[src/rtl/mem_ext_pkg.sv]
// Shared definitions for the memory-stage load aligner/extender.
//   size_e      : access-size encoding carried on in_size (byte..dword)
//   SKID_DEPTH  : number of result entries held behind the output handshake
package mem_ext_pkg;

    typedef enum logic [1:0] {
        SZ_BYTE  = 2'd0,
        SZ_HALF  = 2'd1,
        SZ_WORD  = 2'd2,
        SZ_DWORD = 2'd3
    } size_e;

    localparam int SKID_DEPTH = 2;

endpackage

[src/rtl/lane_ext.sv]
// Combinational lane selector and extender.
// Picks the byte/half/word/dword lane addressed by ofs out of a raw memory
// word, sign- or zero-extends it to DATA_W, and flags bad sizes and
// misaligned offsets (flagged accesses produce zero data).
//   data     : raw memory word
//   ofs      : byte offset within the word
//   size     : access size, log2 of the byte count
//   sext     : 1 = sign-extend, 0 = zero-extend
//   ext      : aligned, extended result
//   misalign : ofs is not a multiple of the access size
//   badsize  : access is wider than DATA_W (wins over misalign)
module lane_ext
    import mem_ext_pkg::*;
#(
    parameter  int DATA_W  = 32,
    parameter  int BIG_END = 0,
    localparam int OFS_W   = $clog2(DATA_W / 8)
) (
    input  logic [DATA_W-1:0] data,
    input  logic [OFS_W-1:0]  ofs,
    input  logic [1:0]        size,
    input  logic              sext,
    output logic [DATA_W-1:0] ext,
    output logic              misalign,
    output logic              badsize
);

    // Wide enough to hold DATA_W itself as a bit count.
    localparam int SH_W = $clog2(DATA_W) + 1;

    logic [SH_W-1:0]   lane_bits;
    logic [SH_W-1:0]   ofs_bits;
    logic [SH_W-1:0]   shamt;
    logic [DATA_W-1:0] shifted;
    logic [DATA_W-1:0] lane_mask;
    logic [DATA_W-1:0] top_mask;
    logic [DATA_W-1:0] lane;
    logic [OFS_W-1:0]  ofs_mask;
    logic              fill;

    always_comb begin
        // NOTE: every combinational output gets a default first, so no path
        // through the block can leave a value held and infer a latch.
        ext      = '0;
        misalign = 1'b0;

        // An access of 2^size bytes fits only if size <= log2(DATA_W/8).
        badsize  = int'(size) > OFS_W;

        lane_bits = SH_W'(8) << size;
        ofs_bits  = SH_W'({ofs, 3'b000});

        // Big-endian lane 0 starts at the MSB end of the word. The shift can
        // only underflow for flagged accesses, whose data is discarded.
        if (BIG_END != 0)
            shamt = SH_W'(DATA_W) - ofs_bits - lane_bits;
        else
            shamt = ofs_bits;

        shifted = data >> shamt;

        // Shifting by the full width yields zero, so a full-width lane gets an
        // all-ones mask and the fill below becomes a no-op.
        lane_mask = ~({DATA_W{1'b1}} << lane_bits);
        top_mask  = lane_mask ^ (lane_mask >> 1);
        lane      = shifted & lane_mask;
        fill      = sext & (|(lane & top_mask));

        ofs_mask = ~({OFS_W{1'b1}} << size);

        if (!badsize) begin
            misalign = |(ofs & ofs_mask);
            if (!misalign)
                ext = fill ? (lane | ~lane_mask) : lane;
        end
    end

endmodule

[src/rtl/mem_load_ext.sv]
// Memory-stage load aligner/extender with a registered 2-entry skid buffer.
// Each accepted request is run through lane_ext and queued together with its
// tag and status flags; the head entry drives the outputs directly from
// flops, so out_ready never reaches in_ready combinationally.
//   clk, rst      : clock, synchronous active-high reset
//   in_valid/ready: request handshake (in_ready from buffer occupancy only)
//   in_data       : raw memory word
//   in_ofs        : byte offset within the word
//   in_size       : access size (0 byte, 1 half, 2 word, 3 dword)
//   in_sext       : 1 = sign-extend, 0 = zero-extend
//   in_tag        : pass-through tag (destination register)
//   out_valid/ready: result handshake
//   out_data      : aligned, extended result of the head entry
//   out_tag       : tag of the head entry
//   out_misalign  : head entry was misaligned
//   out_badsize   : head entry asked for a size wider than DATA_W
module mem_load_ext
    import mem_ext_pkg::*;
#(
    parameter  int DATA_W  = 32,
    parameter  int TAG_W   = 5,
    parameter  int BIG_END = 0,
    localparam int OFS_W   = $clog2(DATA_W / 8)
) (
    input  logic              clk,
    input  logic              rst,
    input  logic              in_valid,
    output logic              in_ready,
    input  logic [DATA_W-1:0] in_data,
    input  logic [OFS_W-1:0]  in_ofs,
    input  logic [1:0]        in_size,
    input  logic              in_sext,
    input  logic [TAG_W-1:0]  in_tag,
    output logic              out_valid,
    input  logic              out_ready,
    output logic [DATA_W-1:0] out_data,
    output logic [TAG_W-1:0]  out_tag,
    output logic              out_misalign,
    output logic              out_badsize
);

    typedef struct packed {
        logic [DATA_W-1:0] data;
        logic [TAG_W-1:0]  tag;
        logic              misalign;
        logic              badsize;
    } entry_t;

    entry_t     new_entry;
    entry_t     head;   // slot 0: drives the outputs
    entry_t     tail;   // slot 1: only occupied when count == 2
    logic [1:0] count;
    logic       push;
    logic       pop;

    lane_ext #(
        .DATA_W  (DATA_W),
        .BIG_END (BIG_END)
    ) u_lane_ext (
        .data     (in_data),
        .ofs      (in_ofs),
        .size     (in_size),
        .sext     (in_sext),
        .ext      (new_entry.data),
        .misalign (new_entry.misalign),
        .badsize  (new_entry.badsize)
    );

    assign new_entry.tag = in_tag;

    assign in_ready = !rst && (count < 2'(SKID_DEPTH));
    assign push     = in_valid && in_ready;
    assign pop      = out_valid && out_ready;

    always_ff @(posedge clk) begin
        // NOTE: state is written with <= only, so every register samples the
        // pre-edge values and head/tail can shift in the same edge safely.
        if (rst) begin
            count <= '0;
            // NOTE: both slots are cleared, not just the count, because the
            // outputs read the head slot directly and must be zero after reset.
            head  <= '0;
            tail  <= '0;
        end else begin
            unique case ({push, pop})
                2'b10: begin
                    if (count == 2'd0)
                        head <= new_entry;
                    else
                        tail <= new_entry;
                    count <= count + 2'd1;
                end
                2'b01: begin
                    head  <= tail;
                    count <= count - 2'd1;
                end
                2'b11: begin
                    // Only reachable with count == 1: the head leaves and the
                    // newcomer takes its place, so order is preserved.
                    head <= new_entry;
                end
                default: ;
            endcase
        end
    end

    assign out_valid    = (count != 2'd0);
    assign out_data     = head.data;
    assign out_tag      = head.tag;
    assign out_misalign = head.misalign;
    assign out_badsize  = head.badsize;

endmodule

[config.mk]
export PLATFORM = sky130hd
export DESIGN_NAME = mem_load_ext
export DESIGN_NICKNAME = d
export VERILOG_FILES = /design/src/rtl/mem_ext_pkg.sv /design/src/rtl/lane_ext.sv /design/src/rtl/mem_load_ext.sv
export SDC_FILE = /design/constraint.sdc
export NUM_CORES = 1
export LEC_CHECK = 0
export ABC_AREA = 1
export CAP_MARGIN = 20
export CORE_ASPECT_RATIO = 0.7
export CORE_UTILIZATION = 45
export DETAILED_ROUTE_END_ITERATION = 8
export PLACE_DENSITY = 0.72
export SLEW_MARGIN = 5
export SYNTH_ARGS = -nofsm -noshare
export SYNTH_HDL_FRONTEND = slang
export SYNTH_SLANG_ARGS = --single-unit
[constraint.sdc]
create_clock -name clk -period 2.5 [get_ports clk]
set_clock_uncertainty 0.15 [all_clocks]
set_input_delay 0.375 -clock clk [delete_from_list [all_inputs] [get_ports clk]]
set_output_delay 0.375 -clock clk [all_outputs]
set_load 0.02 [all_outputs]
==> flow_metrics.py <==
metrics = {
    "hold_path": {
        "hp-class": "reg -> reg",
        "min-delay-start": "out_data[4]",
        "min_to": "out_data[4]",
        "hold_depth": 2,
    },
    "setup_path": {
        "critPathKind": "in -> reg",
        "rr_startpoint": "count[0]",
        "crit_arrival_ps": 2320,
        "r2r_cells": 11,
        "start_kind": "input port",
        "crit_required_ps": 2620,
        "r2r-end": "count[1]",
        "endpoint_kind": "register",
        "r2r_setup_slack_ps": 560,
        "cp_max_fo": 16,
    },
    "logic_synthesis": {
        "synth_fp_nets": 676,
        "yosys-top-cells-area": "dfxtp_1 38%, nand2_1 14%, o21ai_0 9.5%",
        "yosysSeqAreaShare_pct": 37.97,
        "synth_top_area_share_pct": 37.97,
        "avgSynthCellArea_sq_um": 6.781,
        "synth_seq_cells": 80,
        "netlist_area_sq_um": 4218,
        "yosysUniqueCellTypes": 30,
        "synth_area_leader_cell": "dfxtp_1",
        "synth_warnings": 0,
        "syn_inst": 622,
    },
    "finish": {
        "final_cell_mix": "162 x nand2_1, 86 x clkdlybuf4s50_1, 80 x o21ai_0, 80 x dfxtp_1, 73 x a21oi_1",
        "areaGrowthSynthToFinish_pct": 31.56,
        "antenna_cells": 0,
        "drive_gt1_share_pct": 9.843,
        "seqCellArea_sq_um": 1602,
        "multi_input_area_sq_um": 2308,
        "finish.cell_count_without_fillers": 825,
        "final_util_pct": 61.17,
        "final_nets": 750,
        "final_common_cell": "nand2_1",
        "fillCellCount": 816,
    },
    "routing": {
        "vias": 4420,
        "drt_iter0_drc": 382,
        "ant_nets": 0,
        "wl_um": 11650,
        "vias_per_cell": 5.358,
        "wl_per_cell_um": 14.12,
        "drc": 0,
        "firstDrtPassIters": 5,
    },
    "sta": {
        "slew_headroom_pct": 72.76,
        "finalCriticalPeriod_ps": 2205,
        "whs_ps": 317.4,
        "tightest_slew_ps": 408.6,
        "tns_ps": 0,
        "clock.fmax_mhz": 453.6,
        "slew_violations": 0,
        "finalHoldViolations": 0,
        "setup_viol": 0,
        "period_share_pct": 88.18,
        "rsz0062_at_grt": "false",
    },
    "clocking": {
        "cts.path.max_buffers": 2,
        "postCtsSetupBuffers": 0,
        "clkSlewWorstSetupHoldPaths_ps": 60,
        "cts_hold_buf": 0,
        "root_buffer": "clkbuf_16",
        "htreeDepth": 3,
        "numCtsBuffers": 9,
        "cts_sinks": 80,
        "post_cts_resized": 0,
        "cts_tree": "done",
        "clk_latency_ps": 340,
    },
    "placement": {
        "finalWeightedCongestion": 0.8621,
        "hpwl_um": 8090,
        "portBuffers": 86,
        "placed_cells": 809,
    },
    "run": {
        "cap_violations": 0,
    },
    "floorplanning": {
        "core_sq_um": 9071,
        "die_y_um": 83,
        "rows": 29,
        "die_w_um": 117.7,
        "start_util_pct": 46.50,
        "die_area_sq_um": 9770,
        "io_pins": 87,
    },
    "power": {
        "power_density_nw_per_um2": 715.9,
        "cellLeakagePower_nw": 2.375,
        "p_total_w": 0.003973,
        "irDropWorstVdd_uv": 468.0,
    },
    "grt": {
        "grt_pass1_wl_um": 19700,
        "grt_pass1_vias": 4225,
        "antenna_found_initial": 0,
        "grt_usage_pct": 24.90,
        "overflow": 0,
        "grt_max_degree": 68,
    },
    "run_status": {
        "status": "completed",
    },
}
## cells by family after synthesis
kind of cell | share of synthesized area, %
fa+ha+maj | 2.373
flops | 37.97
mux | 0.9493
buf+inv | 7.297
compound gates | 22.58
simple gates | 28.83
## worst max path at each step
stage | start | end | slack (ps) | cells after the start
2_1_floorplan | rst | out_misalign | 320 | 9
3_3_place_gp | in_size[0] | out_data[31] | 30 | 13
3_5_place_dp | in_size[0] | out_data[31] | -30 | 13
4_1_cts | in_size[0] | out_data[31] | 290 | 13
5_1_grt | in_size[0] | out_data[19] | 140 | 13
6_report | in_size[1] | out_data[19] | 300 | 13
## through the flow
step,area (sq um),setup slack [ps]
after floorplan,4218,317.2
after global placement,5250,30.83
after detailed placement,5250,-34.95
after CTS,5549,292.0
after global routing,5549,144.4
final,5549,295.4
## worst max-delay path, stage by stage
cell and delay (ps):
clkdlybuf4s50_1 490, inv_1 60, ha_1 280, inv_1 60, a21oi_2 110, nand3_1 100, nand3_2 110, nand2_2 90
nand2_4 200, nand3_1 140, nand2_1 80, nand2_1 80, a21oi_1 140
## cell type report
type / count / area share [%]
Timing Repair Buffer: 109 / 19.75
Inverter: 23 / 1.601
Sequential cell: 80 / 28.86
Multi-Input combinational cell: 473 / 41.60
Clock inverter: 5 / 1.015
Clock buffer: 11 / 4.374
Tap cell: 124 / 2.796
## flip-flops by register name, indices dropped and copies added, names as in the netlist
name / count
count: 2
out_badsize: 1
out_data: 32
out_misalign: 1
out_tag: 5
tail: 39
## metal layers
layer / wire, um / track usage, % / part of all wire [%] / up-vias
met5: 0 / 0 / 0 / -
met4: 209 / 8.625 / 1.8 / 0
met3: 632 / 6.113 / 5.4 / 18
met2: 5385 / 40.80 / 46 / 133
met1: 5418 / 31.96 / 47 / 2058
li1: - / - / - / 2211
## cells in the mapped netlist, drive strengths merged
cell    number
clkbuf      26
nor2        71
dfxtp       80
o22ai        1
nand3       45
ha           8
a21boi       1
inv         22
mux2i        4
clkinv       1
o211ai       4
a31oi        6
buf         20
o221ai       2
nand4        2
a21oi       83
nand2      166
o21ai       80
## power by group
part	total, W	switching, W	internal [W]
registers	0.00150	0.0000764	0.00142
logic	0.00115	0.000685	0.000469
clock network	0.00132	0.000524	0.000799
total	0.00397	0.00129	0.00269
No activity file was read; power rests on OpenSTA's default activity.
==> RTL change: new RTL, same flow settings <==
`BIG_END` is set to 0 in 2 places; all go to 1.
--- a/src/rtl/lane_ext.sv
+++ b/src/rtl/lane_ext.sv
@@ -15,3 +15,3 @@
     parameter  int DATA_W  = 32,
-    parameter  int BIG_END = 0,
+    parameter  int BIG_END = 1,
     localparam int OFS_W   = $clog2(DATA_W / 8)
--- a/src/rtl/mem_load_ext.sv
+++ b/src/rtl/mem_load_ext.sv
@@ -21,3 +21,3 @@
     parameter  int TAG_W   = 5,
-    parameter  int BIG_END = 0,
+    parameter  int BIG_END = 1,
     localparam int OFS_W   = $clog2(DATA_W / 8)
Formal check against the unedited RTL: not equivalent (a bounded check fails within 4 cycles, from zero or initial values and one cycle with rst high).
==> RTL change against the original RTL <==
  * Cell area rose by 8.9%
  * Sequential cell count unchanged
  * Setup slack lost 0.17 ns
  * Critical endpoint is now out_data[29]
  * Die area decreased by 0.56%
  * Highest routed layer unchanged
  * Area after synthesis shrank 0.56%
  * Final cell count up 5.6%
  * Global-route usage rose by 2.9 points
  * Power rose by 13%
  * Routed wire length grew 13%
==> RTL change: results (changes against the original RTL) <==
Parameter                              Value

Place
  Pre-CTS setup slack    -0.851 ns (was -0.0349 ns)
  Placed standard-cell area    5590 um2 (was 5250 um2)
  Weighted congestion at the end of routability-driven global placement    0.962 (was 0.862)
  Half-perimeter wire length after placement    9410 um (was 8090 um)

Worst setup path
  Max incr delay on CP    0.28 ns (was 0.49 ns)
  Slowest CP cell    sky130_fd_sc_hd__ha_4 (was sky130_fd_sc_hd__clkdlybuf4s50_1)
  Maximum fanout encountered on the critical timing path    8 (was 16)
  Data arrival time of the worst path    2.45 ns (was 2.32 ns)

Cells and area
  Share of post-route cells with drive strength above 1    0.166 (was 0.0984)
  Number of inserted filler cells in the final layout    812 (was 816)
  Post-layout net count    801 (was 750)

Timing
  Clock period minus worst slack    2.38 ns (was 2.20 ns)
  Slew at the pin with the worst max-slew slack    0.402 ns (was 0.409 ns)
  Hold Slack    0.314 ns (was 0.317 ns)

Run status
  Run status    completed (unchanged)

Logic synthesis
  Area contributors post-synth    sky130_fd_sc_hd__dfxtp_1, sky130_fd_sc_hd__nand2_1, sky130_fd_sc_hd__a21oi_1 (was sky130_fd_sc_hd__dfxtp_1, sky130_fd_sc_hd__nand2_1, sky130_fd_sc_hd__o21ai_0)
  Nets in the synthesized netlist    683 (was 676)
  Cell variety after synth    27 (was 30)
  Sequential fraction of the synthesis area    0.382 (was 0.380)
  Most used standard cells in the synthesized netlist    sky130_fd_sc_hd__nand2_1, sky130_fd_sc_hd__a21oi_1, sky130_fd_sc_hd__dfxtp_1 (was sky130_fd_sc_hd__nand2_1, sky130_fd_sc_hd__dfxtp_1, sky130_fd_sc_hd__o21ai_0)
  Yosys warning total    0 (unchanged)

Power
  Maximum VDD drop    0.435 mV (was 0.468 mV)
  Reported leakage power    2.63 nW (was 2.38 nW)

Global route
  Global-route wire length before repair    21,200 um (was 19,700 um)
  Via count of the first global-routing pass    4,308 (was 4,225)
  GRT Resource Usage Total    0.279 (was 0.249)
  Largest net degree at the start of global routing    50 (was 68)

Clock tree
  Clock-pin slew on the worst setup and hold paths    0.06 ns (about the same)

Detailed routing
  Average detailed-routed wire length per instance    15.1 um (was 14.1 um)
  Number of DRC markers in iteration 0    427 (was 382)
  Via count    4,692 (was 4,420)

Min path
  Type of the worst min-delay path    reg2reg (unchanged)
==> RTL change: final timing paths <==
| kind | start | to | depth (start not counted) |
|---|---|---|---|
| worst max-delay path | in_size[1] | out_data[29] | 20 |
| worst min-delay path | out_data[21] | out_data[21] | 2 |
| worst max register to register | count[0] | count[1] | 11 |
| worst min register to register | out_data[21] | out_data[21] | 2 |
==> RTL change: what timing repair did <==
item / CTS / global route
pin swaps: 3 / 9
endpoints found under the setup margin: 64 / 55
gates resized for setup: 20 / 18
cloned: 0 / 1
setup buffers: 2 / 1
==> RTL change: layout make-up <==
class | instances | area (um2) | share of cell area
multi-input combinational | 457 | 2380 | 0.394
clock inverter | 3 | 65.1 | 0.0108
sequential | 80 | 1600 | 0.265
clock buffer | 13 | 250 | 0.0414
tap | 124 | 155 | 0.0257
inverter | 43 | 178 | 0.0294
timing repair buffer | 150 | 1400 | 0.232
timing repair inverter | 1 | 7.51 | 0.00124
==> RTL change: layer usage <==
layer | track usage | part of all wire | wire length (um) | vias to the layer above
li1 | - | - | - | 2335
met3 | 0.0553 | 0.072 | 952 | 16
met4 | 0.0844 | 0.012 | 156 | 0
met2 | 0.471 | 0.45 | 5950 | 181
met1 | 0.364 | 0.46 | 6110 | 2160
met5 | 0 | 0 | 0 | -
==> RTL change: power by group <==
part | total [mW] | switching, mW | internal (mW) | leakage (nW)
Sequential | 1.53 | 0.0920 | 1.44 | 0.653
Clock | 1.40 | 0.500 | 0.901 | 0.154
Combinational | 1.54 | 0.885 | 0.656 | 1.82
Total | 4.48 | 1.48 | 3.00 | 2.63
==> RTL change: cells by family (layout without fill, tap and decap cells) <==
kind of cell / count (synthesis) / after routing / synth area share
AO/OA/AOI/OAI: 207 / 207 / 0.265
adder cells (fa/ha/maj): 13 / 13 / 0.0388
buffers and inverters: 87 / 210 / 0.0844
AND/OR/NAND/NOR: 237 / 237 / 0.230
flip-flops: 80 / 80 / 0.382
==> RTL change: critical path, delay by kind of cell <==
family	cells	cell delay (ns)
adder cells (fa/ha/maj)	3	0.63
AO/OA/AOI/OAI	1	0.07
buffers and inverters	5	0.40
AND/OR/NAND/NOR	11	0.97
==> RTL change: per-stage QoR <==
step | setup TNS [ns] | utilization | cells | power [mW]
finish | 0 | 0.666 | 871 | 4.48
global route | 0 | 0.666 | 871 | 4.70
CTS | 0 | 0.659 | 869 | 4.44
detailed placement | -44.39 | 0.616 | 851 | 3.02
global placement | -40.14 | 0.616 | 851 | 2.99
floorplan | 0 | - | 624 | 2.38
